[src/rtl/fetch_queue_unit_pkg.sv]
// Shared types and helpers for the instruction fetch queue unit.
// Queue entries are fixed at FETCH_XLEN bits per field.
package fetch_pkg;

   localparam int FETCH_XLEN  = 32;
   localparam int INSTR_ALIGN = 2;

   typedef struct packed {
      logic [FETCH_XLEN-1:0] pc;
      logic [FETCH_XLEN-1:0] instr;
      logic [FETCH_XLEN-1:0] pc_ret;
   } fetch_entry_t;

   // Width able to hold 0..depth inclusive.
   function automatic int credit_w(input int depth);
      return $clog2(depth) + 1;
   endfunction

endpackage

[src/rtl/fetch_queue_unit_if.sv]
// Redirect, instruction-memory and decode-side signals of the fetch unit.
// Signal names carry the fetch unit's own point of view (o_ driven by it).
interface fetch_queue_unit_if
   import fetch_pkg::*;
#(
   parameter int XLEN  = FETCH_XLEN,
   parameter int DEPTH = 4
);

   logic                       i_redirect_valid;
   logic [XLEN-1:0]            i_redirect_addr;
   logic                       o_im_req_valid;
   logic                       i_im_req_ready;
   logic [XLEN-1:0]            o_im_raddr;
   logic                       i_im_rsp_valid;
   logic [XLEN-1:0]            i_im_rdata;
   logic                       o_if_valid;
   logic                       i_if_ready;
   logic [XLEN-1:0]            o_if_instr;
   logic [XLEN-1:0]            o_if_pc;
   logic [XLEN-1:0]            o_if_pc_ret;
   logic [credit_w(DEPTH)-1:0] o_inflight;

   modport master (
      input  i_redirect_valid, i_redirect_addr,
      output o_im_req_valid, o_im_raddr,
      input  i_im_req_ready, i_im_rsp_valid, i_im_rdata,
      output o_if_valid, o_if_instr, o_if_pc, o_if_pc_ret, o_inflight,
      input  i_if_ready
   );

   modport slave (
      output i_redirect_valid, i_redirect_addr,
      input  o_im_req_valid, o_im_raddr,
      output i_im_req_ready, i_im_rsp_valid, i_im_rdata,
      input  o_if_valid, o_if_instr, o_if_pc, o_if_pc_ret, o_inflight,
      output i_if_ready
   );

endinterface

[src/rtl/fetch_queue_unit_queue.sv]
// Circular buffer of fetched instructions with push, pop, flush and occupancy.
// The head is read combinationally and reads as zero while empty.
module fetch_queue
   import fetch_pkg::*;
#(
   parameter int DEPTH = 4
)
(
   input  logic                       clk,
   input  logic                       rst,
   input  logic                       push,
   input  logic                       pop,
   input  logic                       flush,
   input  fetch_entry_t               push_data,
   output fetch_entry_t               head,
   output logic [credit_w(DEPTH)-1:0] count
);

   localparam int CW = credit_w(DEPTH);
   localparam int PW = $clog2(DEPTH);

   fetch_entry_t  mem [DEPTH];
   logic [PW-1:0] wr_ptr;
   logic [PW-1:0] rd_ptr;
   logic          empty;
   logic          do_push;
   logic          do_pop;

   assign empty   = (count == '0);
   assign do_pop  = pop && !empty;
   // A full queue still accepts a push when the head leaves in the same cycle.
   assign do_push = push && ((count != CW'(DEPTH)) || do_pop);
   assign head    = empty ? '0 : mem[rd_ptr];

   // Entry storage.
   always_ff @(posedge clk) begin
      if (do_push) begin
         mem[wr_ptr] <= push_data;
      end
   end

   // Pointers and occupancy.
   always_ff @(posedge clk) begin
      if (rst || flush) begin
         wr_ptr <= '0;
         rd_ptr <= '0;
         count  <= '0;
      end else begin
         if (do_push) begin
            wr_ptr <= wr_ptr + PW'(1);
         end
         if (do_pop) begin
            rd_ptr <= rd_ptr + PW'(1);
         end
         count <= count + CW'(do_push) - CW'(do_pop);
      end
   end

endmodule

[src/rtl/fetch_queue_unit.sv]
// Fetch stage: owns the PC, issues credit-limited requests to instruction memory,
// buffers in-order responses for decode and discards stale responses after a redirect.
module fetch_queue_unit
   import fetch_pkg::*;
#(
   parameter int              XLEN     = FETCH_XLEN,
   parameter int              DEPTH    = 4,
   parameter logic [XLEN-1:0] RESET_PC = 32'h0000_0000
)
(
   input  logic               clk,
   input  logic               rst,
   fetch_queue_unit_if.master bus
);

   localparam int CW = credit_w(DEPTH);

   logic [XLEN-1:0] fetch_pc;
   logic [XLEN-1:0] rsp_pc;
   logic [XLEN-1:0] redirect_pc;
   logic [CW-1:0]   inflight;
   logic [CW-1:0]   drop_cnt;
   logic [CW-1:0]   count;
   logic [CW:0]     credit_use;
   logic            req_fire;
   logic            rsp_dec;
   logic            rsp_keep;
   logic            if_pop;
   fetch_entry_t    push_data;
   fetch_entry_t    head;

   assign redirect_pc = {bus.i_redirect_addr[XLEN-1:INSTR_ALIGN], {INSTR_ALIGN{1'b0}}};

   // Requests to be dropped need no slot, so only live requests plus queued entries use credit.
   assign credit_use = {1'b0, inflight} - {1'b0, drop_cnt} + {1'b0, count};

   assign bus.o_im_req_valid = !rst && !bus.i_redirect_valid && (credit_use < (CW+1)'(DEPTH));
   assign bus.o_im_raddr     = fetch_pc;
   assign req_fire           = bus.o_im_req_valid && bus.i_im_req_ready;
   assign rsp_dec            = bus.i_im_rsp_valid && (inflight != '0);
   assign rsp_keep           = bus.i_im_rsp_valid && !bus.i_redirect_valid && (drop_cnt == '0);
   assign if_pop             = bus.o_if_valid && bus.i_if_ready && !bus.i_redirect_valid;

   assign push_data = '{pc: rsp_pc, instr: bus.i_im_rdata, pc_ret: rsp_pc + XLEN'(4)};

   assign bus.o_if_valid  = (count != '0);
   assign bus.o_if_pc     = head.pc;
   assign bus.o_if_instr  = head.instr;
   assign bus.o_if_pc_ret = head.pc_ret;
   assign bus.o_inflight  = inflight;

   // PC tracking, outstanding-request count and stale-response drop count.
   always_ff @(posedge clk) begin
      if (rst) begin
         fetch_pc <= RESET_PC;
         rsp_pc   <= RESET_PC;
         inflight <= '0;
         drop_cnt <= '0;
      end else begin
         inflight <= inflight + CW'(req_fire) - CW'(rsp_dec);
         if (bus.i_redirect_valid) begin
            fetch_pc <= redirect_pc;
            rsp_pc   <= redirect_pc;
            drop_cnt <= inflight - CW'(rsp_dec);
         end else begin
            if (req_fire) begin
               fetch_pc <= fetch_pc + XLEN'(4);
            end
            if (rsp_keep) begin
               rsp_pc <= rsp_pc + XLEN'(4);
            end
            if (bus.i_im_rsp_valid && (drop_cnt != '0)) begin
               drop_cnt <= drop_cnt - CW'(1);
            end
         end
      end
   end

   fetch_queue #(
      .DEPTH (DEPTH)
   ) u_queue (
      .clk       (clk),
      .rst       (rst),
      .push      (rsp_keep),
      .pop       (if_pop),
      .flush     (bus.i_redirect_valid),
      .push_data (push_data),
      .head      (head),
      .count     (count)
   );

endmodule

[src/flat_wrapper.sv]
// flat-port wrapper written by rule: the top's interface ports become plain ports
module fetch_queue_unit_flat import fetch_pkg::*;
#(
   parameter int              XLEN     = FETCH_XLEN,
   parameter int              DEPTH    = 4,
   parameter logic [XLEN-1:0] RESET_PC = 32'h0000_0000
)
  (clk, rst, bus_i_redirect_valid, bus_i_redirect_addr, bus_o_im_req_valid, bus_o_im_raddr, bus_i_im_req_ready, bus_i_im_rsp_valid, bus_i_im_rdata, bus_o_if_valid, bus_o_if_instr, bus_o_if_pc, bus_o_if_pc_ret, bus_o_inflight, bus_i_if_ready);
  fetch_queue_unit_if #(.XLEN(XLEN), .DEPTH(DEPTH)) bus_i ();
  input  logic clk;
  input  logic rst;
  input wire logic [$bits(bus_i.i_redirect_valid)-1:0] bus_i_redirect_valid;
  input wire logic [$bits(bus_i.i_redirect_addr)-1:0] bus_i_redirect_addr;
  output wire logic [$bits(bus_i.o_im_req_valid)-1:0] bus_o_im_req_valid;
  output wire logic [$bits(bus_i.o_im_raddr)-1:0] bus_o_im_raddr;
  input wire logic [$bits(bus_i.i_im_req_ready)-1:0] bus_i_im_req_ready;
  input wire logic [$bits(bus_i.i_im_rsp_valid)-1:0] bus_i_im_rsp_valid;
  input wire logic [$bits(bus_i.i_im_rdata)-1:0] bus_i_im_rdata;
  output wire logic [$bits(bus_i.o_if_valid)-1:0] bus_o_if_valid;
  output wire logic [$bits(bus_i.o_if_instr)-1:0] bus_o_if_instr;
  output wire logic [$bits(bus_i.o_if_pc)-1:0] bus_o_if_pc;
  output wire logic [$bits(bus_i.o_if_pc_ret)-1:0] bus_o_if_pc_ret;
  output wire logic [$bits(bus_i.o_inflight)-1:0] bus_o_inflight;
  input wire logic [$bits(bus_i.i_if_ready)-1:0] bus_i_if_ready;
  assign bus_i.i_redirect_valid = bus_i_redirect_valid;
  assign bus_i.i_redirect_addr = bus_i_redirect_addr;
  assign bus_o_im_req_valid = bus_i.o_im_req_valid;
  assign bus_o_im_raddr = bus_i.o_im_raddr;
  assign bus_i.i_im_req_ready = bus_i_im_req_ready;
  assign bus_i.i_im_rsp_valid = bus_i_im_rsp_valid;
  assign bus_i.i_im_rdata = bus_i_im_rdata;
  assign bus_o_if_valid = bus_i.o_if_valid;
  assign bus_o_if_instr = bus_i.o_if_instr;
  assign bus_o_if_pc = bus_i.o_if_pc;
  assign bus_o_if_pc_ret = bus_i.o_if_pc_ret;
  assign bus_o_inflight = bus_i.o_inflight;
  assign bus_i.i_if_ready = bus_i_if_ready;
  fetch_queue_unit #(.XLEN(XLEN), .DEPTH(DEPTH), .RESET_PC(RESET_PC)) u_core (.clk(clk), .rst(rst), .bus(bus_i));
endmodule
[config.mk]
export PLATFORM = sky130hd
export DESIGN_NAME = fetch_queue_unit_flat
export DESIGN_NICKNAME = d
export VERILOG_FILES = /design/src/rtl/fetch_queue_unit_pkg.sv /design/src/rtl/fetch_queue_unit_if.sv /design/src/rtl/fetch_queue_unit_queue.sv /design/src/rtl/fetch_queue_unit.sv /design/src/flat_wrapper.sv
export SDC_FILE = /design/constraint.sdc
export NUM_CORES = 1
export LEC_CHECK = 0
export CAP_MARGIN = 40
export CORE_MARGIN = 2
export CORE_UTILIZATION = 45
export CTS_CLUSTER_SIZE = 12
export DETAILED_ROUTE_END_ITERATION = 16
export PLACE_DENSITY_LB_ADDON = 0.12
export SKIP_CTS_REPAIR_TIMING = 1
export SLEW_MARGIN = 15
export SYNTH_ARGS = -nofsm -noshare
export SYNTH_HDL_FRONTEND = slang
export SYNTH_SLANG_ARGS = --single-unit
export TNS_END_PERCENT = 1
[constraint.sdc]
create_clock -name clk -period 5.92 [get_ports clk]
set_input_delay 1.184 -clock clk [delete_from_list [all_inputs] [get_ports clk]]
set_output_delay 1.184 -clock clk [all_outputs]
set_load 0.02 [all_outputs]
# --- Word-level counts from Yosys, hierarchy flattened ---
# Memories as Yosys holds them, arrays and structs flattened. A register that Yosys moved wholly into a read port is not among the register bits.
# Index checks and enable logic that the tools add are counted.
totals:
  ff_bits: 77
  ram_bits: 384
  inputBits: 70
  out_inout_bits: 133
  word_cells: 60
  n_memories: 1
classes:
  addsub: 12
  order_cmp: 1
  n_eq_ne: 1
  mux: 11
  reduce_logical: 25
memory_table:
  columns: ["name", "depth", "width", "rd", "rd_ports_with_merged_regs", "wr", "line_no", "text"]
  rows:
  - ["u_core.u_queue.mem", 4, 96, 1, 1, 1, "fetch_queue_unit_queue.sv:22", "fetch_entry_t mem [DEPTH];"]
ops:
  columns: ["cell", "count"]
  rows:
  - ["32-bit 2-to-1 mux", 4]
  - ["96-bit 2-to-1 mux", 1]
  - ["32-bit by 3-bit adder with 32-bit output (second input constant)", 2]
  - ["1-bit logical AND", 11]
  - ["3-bit nonzero test", 3]
  - ["3-bit by 1-bit subtractor with 3-bit output", 3]
  - ["3-bit by 1-bit adder with 3-bit output", 2]
  - ["3-bit logical NOT", 2]
  - ["3-bit 2-to-1 mux", 2]
  - ["2-bit nonzero test", 3]
  - ["2-bit by 1-bit adder with 2-bit output (second input constant)", 2]
  - ["4-bit by 3-bit adder with 4-bit output", 1]
  - ["4-bit by 3-bit less-than comparator with 1-bit output (second input constant)", 1]
  - ["2-bit 2-to-1 mux", 2]
  - ["3-bit by 3-bit subtractor with 4-bit output", 1]
  - ["1-bit logical NOT", 3]
  - ["3-bit != test (second input constant)", 1]
  - ["3-bit by 1-bit subtractor with 3-bit output (second input constant)", 1]
  - ["1-bit logical OR", 2]
  - ["1-bit 2-to-1 mux", 2]
  - ["2-bit OR reduction", 1]

# --- Depth between registers and ports, before layout ---
depth:
  depth_word: 8
  ltp_mapped: 14
  ltp_nobuf: 14

# --- Modules after synthesis ---
# Synthesis repeated with hierarchy kept, for this count alone.
unflattened:
  hier_cells: 1179
  area_unflattened_um2: 19224.7
modules_own_cells:
  columns: ["module", "instances", "cells_each", "area_per_inst_um2", "seq_area_each_um2"]
  rows:
  - ["fetch_queue", 1, 656, 14960.6, 11711.2]
  - ["fetch_queue_unit", 1, 523, 4264.1, 1321.3]

# --- Least setup slack after synthesis ---
# Ideal clock, no wire load.
synth_timing:
  kind: "input-to-reg"
  start: "input bus_i_im_rsp_valid"
  end: "memory u_core.u_queue.mem[0][10] (netlist name) (enable)"
  t_arrival_ns: 4.135
  required_ns: 5.459
  slack_ns: 1.324
  path_stages: 3
  n_path_buf: 0
  cell_sequence: "nand3b_1 > nor3_1 > and2_1"
synth_between:
  elab_chain_len: 5
synth_lines:
  columns: ["item", "line_no", "text"]
  rows:
  - ["start: declaration", "flat_wrapper.sv:17", "input wire logic [$bits(bus_i.i_im_rsp_valid)-1:0] bus_i_im_rsp_valid;"]
  - ["1-bit logical AND (2 in a row)", "fetch_queue_unit.sv:41", "assign rsp_keep = bus.i_im_rsp_valid && !bus.i_redirect_valid && (drop_cnt == '0);"]
  - ["1-bit logical AND", "fetch_queue_unit_queue.sv:32", "assign do_push = push && ((count != CW'(DEPTH)) || do_pop);"]
  - ["1-bit 2-to-1 mux", "fetch_queue_unit_queue.sv:37", "if (do_push) begin"]
  - ["1-bit 2-to-1 mux (implied by the code)", "fetch_queue_unit_queue.sv:38", "mem[wr_ptr] <= push_data;"]
  - ["end: declaration", "fetch_queue_unit_queue.sv:22", null]
# No other way between the ends.

# --- Final worst setup path ---
layout_timing:
  start: "register u_core.inflight[1], in the netlist u_core.bus.o_inflight[1]"
  end: "output bus_o_im_req_valid"
layout_between:
  elab_chain_len: 4
layout_lines:
  columns: ["item", "line_no", "text"]
  rows:
  - ["start: declaration", "fetch_queue_unit.sv:21", "logic [CW-1:0] inflight;"]
  - ["start signal: assignment", "fetch_queue_unit.sv:60", "inflight <= inflight + CW'(req_fire) - CW'(rsp_dec);"]
  - ["3-bit by 3-bit subtractor with 4-bit output", "fetch_queue_unit.sv:35", "assign credit_use = {1'b0, inflight} - {1'b0, drop_cnt} + {1'b0, count};"]
  - ["4-bit by 3-bit adder with 4-bit output", "fetch_queue_unit.sv:35", null]
  - ["4-bit by 3-bit less-than comparator with 1-bit output", "fetch_queue_unit.sv:37", "assign bus.o_im_req_valid = !rst && !bus.i_redirect_valid && (credit_use < (CW+1)'(DEPTH));"]
  - ["1-bit logical AND", "fetch_queue_unit.sv:37", null]
  - ["end: declaration", "flat_wrapper.sv:14", "output wire logic [$bits(bus_i.o_im_req_valid)-1:0] bus_o_im_req_valid;"]
# No other way between the ends.

==> summary.txt <==
Drt
  – Post-route ant nets: 0
  – Drt wl/cell: ~21 um
  – Post-route DRC: 0
  – Drt first-iter violations: 734
  – TritonRoute pass-1 iters: 5
  – Vias: 10546
  – DR vias/cell: roughly 5.5
  – Routed WL: a little over 40000 um

Power
  – Switching Share: between 20% and 30%
  – Worst VDD drop: approximately 0.00023 V
  – Comb power frac: 11.7%
  – Leakage: 7.36 nW
  – Internal power: 0.00551 W
  – Part of the power in registers: approximately half
  – Part of the power in the clock network: between 30% and 40%
  – Power per cell area: approximately 320 mW/mm^2
  – Net Sw Power: 0.00175 W

GRT
  – Total track usage: about 19%
  – Number of global-route vias before repair: 10900
  – Initial antenna violation count: 1
  – Grt ovf: 0
  – First-pass GRT wire length: roughly 65000 um
  – Largest net degree at the start of global routing: 65

Placement
  – Dpl hpwl: ~26000 um
  – Placed Instances: approximately 1800
  – Pre-CTS WS: ~1.4 ns
  – Routability cong.: ~0.8
  – Port bufs: 194

Finish
  – Most frequent cells in the layout: edfxtp_1 (368), clkdlybuf4s50_1 (194), and2_1 (100)
  – Area of the multi-input gates: ~0.0057 mm^2
  – Fillers: around 3300
  – Fraction of layout cells with a size suffix above 1: ~14%
  – Area growth from synthesis to layout: 22.6%
  – Commonest non-fill, non-tap cell in the layout: edfxtp_1
  – Final std cells w/o fill: 1933
  – Reg area: 0.0126 mm^2
  – # nets final: about 1500

Timing
  – Max_slew headroom: between 30% and 40%
  – Count of final hold-check violations: 0
  – Setup repair after global routing missed its margin: no
  – Final Slew Violations: 0
  – Final period utilization: a little over four fifths
  – Final setup margin: ~0.99 ns
  – Fin Setup TNS: 0 ns
  – Achievable Freq: ~0.2 GHz
  – Final setup violation count: 0
  – Tmin final: approximately 4.9 ns
  – Setup Skew: around 0.023 ns
  – Actual slew at the worst max-slew pin: between 0.9 and 1 ns

Yosys
  – Post-synth EDFFs: around 370
  – Ys flop type: edfxtp_1
  – Synth cell types: 60
  – FFs w/ async S/R, synth: 0%
  – Ys Warns: 0
  – Synthesis-stage register bit count: roughly 440
  – Largest cells by area after synthesis: edfxtp_1 (59%), mux4_2 (11%), dfxtp_1 (8.1%)
  – Cell Area, Synth: 0.0186 mm^2
  – Largest area contributor in the netlist: edfxtp_1
  – Share of the yosys chip area belonging to registers: between 60% and 70%
  – Post-synth top area share: 59.4%
  – Syn Inst Count: about 1200
  – Mapped Avg Cell Area: 16.2 um^2

Die
  – Chip Height: 207 um
  – Core Area: about 0.041 mm^2
  – # rows: 74
  – Ports: slightly above 200
  – Die width: between 200 and 250 um
  – Full die area: between 0.04 and 0.05 mm^2
  – Initial Util: between 40% and 50%

Setup path
  – Worst stage delay on the critical path: a little over 0.6 ns
  – CP startpoint kind: flop
  – Crit. End Element: output pin
  – Worst path slowest cell: clkdlybuf4s50_1
  – Crit path top cell by count: inv_1
  – Arrival time of the worst setup path: 3.74 ns
  – Cells on worst reg2reg path: 15
  – CP Class: flop to output pin
  – Crit path cell chain: inv_1, fa_1, inv_1, ha_1, and3b_1, nor4_1, or2_2, and2_1, clkdlybuf4s50_1
  – Req. time, crit path: 4.74 ns
  – Critical path fanouts, max: 5

Job
  – Max-cap viol count: 0

Clocking
  – Clk sinks: 443
  – Longest Clk Path Bufs: 3
  – CTS tree: yes
  – Num CTS Buffers: 49
  – H-tree depth: 2
  – Root Driver: clkbuf_16
  – Clk pin slew, worst setup/hold paths: approximately 0.06 ns
  – Clk_lat worst skew: between 0.5 and 0.6 ns

Hold path
  – Hold path depth: 2
  – Tightest Hold Check Type: flop to flop

Run status
  – Status: complete, no violations
[cell families after synthesis]
group	after synthesis	share of synthesized area (%)
AOI/OAI and AO/OA	132	5.29
xor gates and xnor gates	71	3.34
adders and majority gates	21	1.57
buffers and inverters	97	2.24
DFF	443	67.5
muxes	95	11.3
other	1	0.0202
and+or+nand+nor	291	8.76
[critical path, delay by kind of cell, from the launching register on]
kind | cells | cell delay [ns]
buffers and inverters | 3 | 0.81
DFF | 1 | 0.45
and+or+nand+nor | 4 | 1.08
adders and majority gates | 2 | 0.83
[metal layers]
metal / routed length [um] / up-vias / global-route usage (%)
met4: 663 / 0 / 4.90
met5: 0 / - / 0
met2: 19000 / 309 / 29.9
met1: 19200 / 5331 / 28.3
li1: - / 4864 / -
met3: 2330 / 42 / 3.59
[per-stage QoR]
| stage | instance area (um^2) | power [W] | hold slack [ns] | utilization (%) |
|---|---|---|---|---|
| final | 22800 | 0.00725 | 0.525 | 55.9 |
| after CTS | 22800 | 0.00733 | 0.529 | 55.7 |
| after global routing | 22800 | 0.00754 | 0.544 | 55.9 |
| after floorplan | 18600 | 0.00418 | 0.455 | - |
| after detailed placement | 21300 | 0.00454 | 0.515 | 52.2 |
| after global placement | 21200 | 0.00452 | 0.501 | 51.9 |
[power by group through the flow]
stage	combinational [W]	clock [W]	sequential, W
after floorplan	0.000484	0	0.00369
after global placement	0.000833	0	0.00369
after CTS	0.000852	0.00285	0.00363
after detailed placement	0.000847	0	0.00369
final	0.000848	0.00278	0.00363
after global routing	0.000925	0.00297	0.00364
[worst paths after layout]
path	from	end	slack, ns
min reg2reg	u_core.u_queue.rd_ptr[1]$_SDFFE_PP0N_	u_core.u_queue.rd_ptr[1]$_SDFFE_PP0N_	0.53
max reg2reg	u_core.bus.o_inflight[1]$_SDFF_PP0_	u_core.bus.o_inflight[2]$_SDFF_PP0_	2.28
min	u_core.u_queue.rd_ptr[1]$_SDFFE_PP0N_	u_core.u_queue.rd_ptr[1]$_SDFFE_PP0N_	0.53
max	u_core.bus.o_inflight[1]$_SDFF_PP0_	bus_o_im_req_valid	0.99
[synthesized netlist by cell type, types with 8 or more instances]
cell type	instances
a211oi_1	8
o21a_1	33
and2_1	104
xor2_1	21
a21boi_0	25
nand4_1	12
nand2_1	36
nor2_1	34
nand3_1	20
dfxtp_1	75
and3_1	15
mux4_2	92
xnor2_1	50
clkbuf_1	40
inv_1	30
nor3_1	28
nor4_1	15
edfxtp_1	368
buf_1	16
o31a_1	17
a21oi_1	13
ha_1	17
[state kept, by name, summed over array words and instances (netlist names), named ones only]
name	flops
u_core.bus.o_im_raddr	30
u_core.bus.o_inflight	3
u_core.drop_cnt	3
u_core.rsp_pc	30
u_core.u_queue.count	3
u_core.u_queue.mem	368
u_core.u_queue.rd_ptr	2
u_core.u_queue.wr_ptr	2
[area by class of cell]
cell class              instances  share of cell area (%)
flip-flops and latches        443                    55.1
multi-input cells             616                    24.8
repair buffers                221                    10.2
clock buffers                  67                    5.72
well taps                     532                    2.92
clock inverters                21                   0.697
inverters                      32                   0.587
diodes                          1                  0.0110
(Power assumes the default switching activity.)
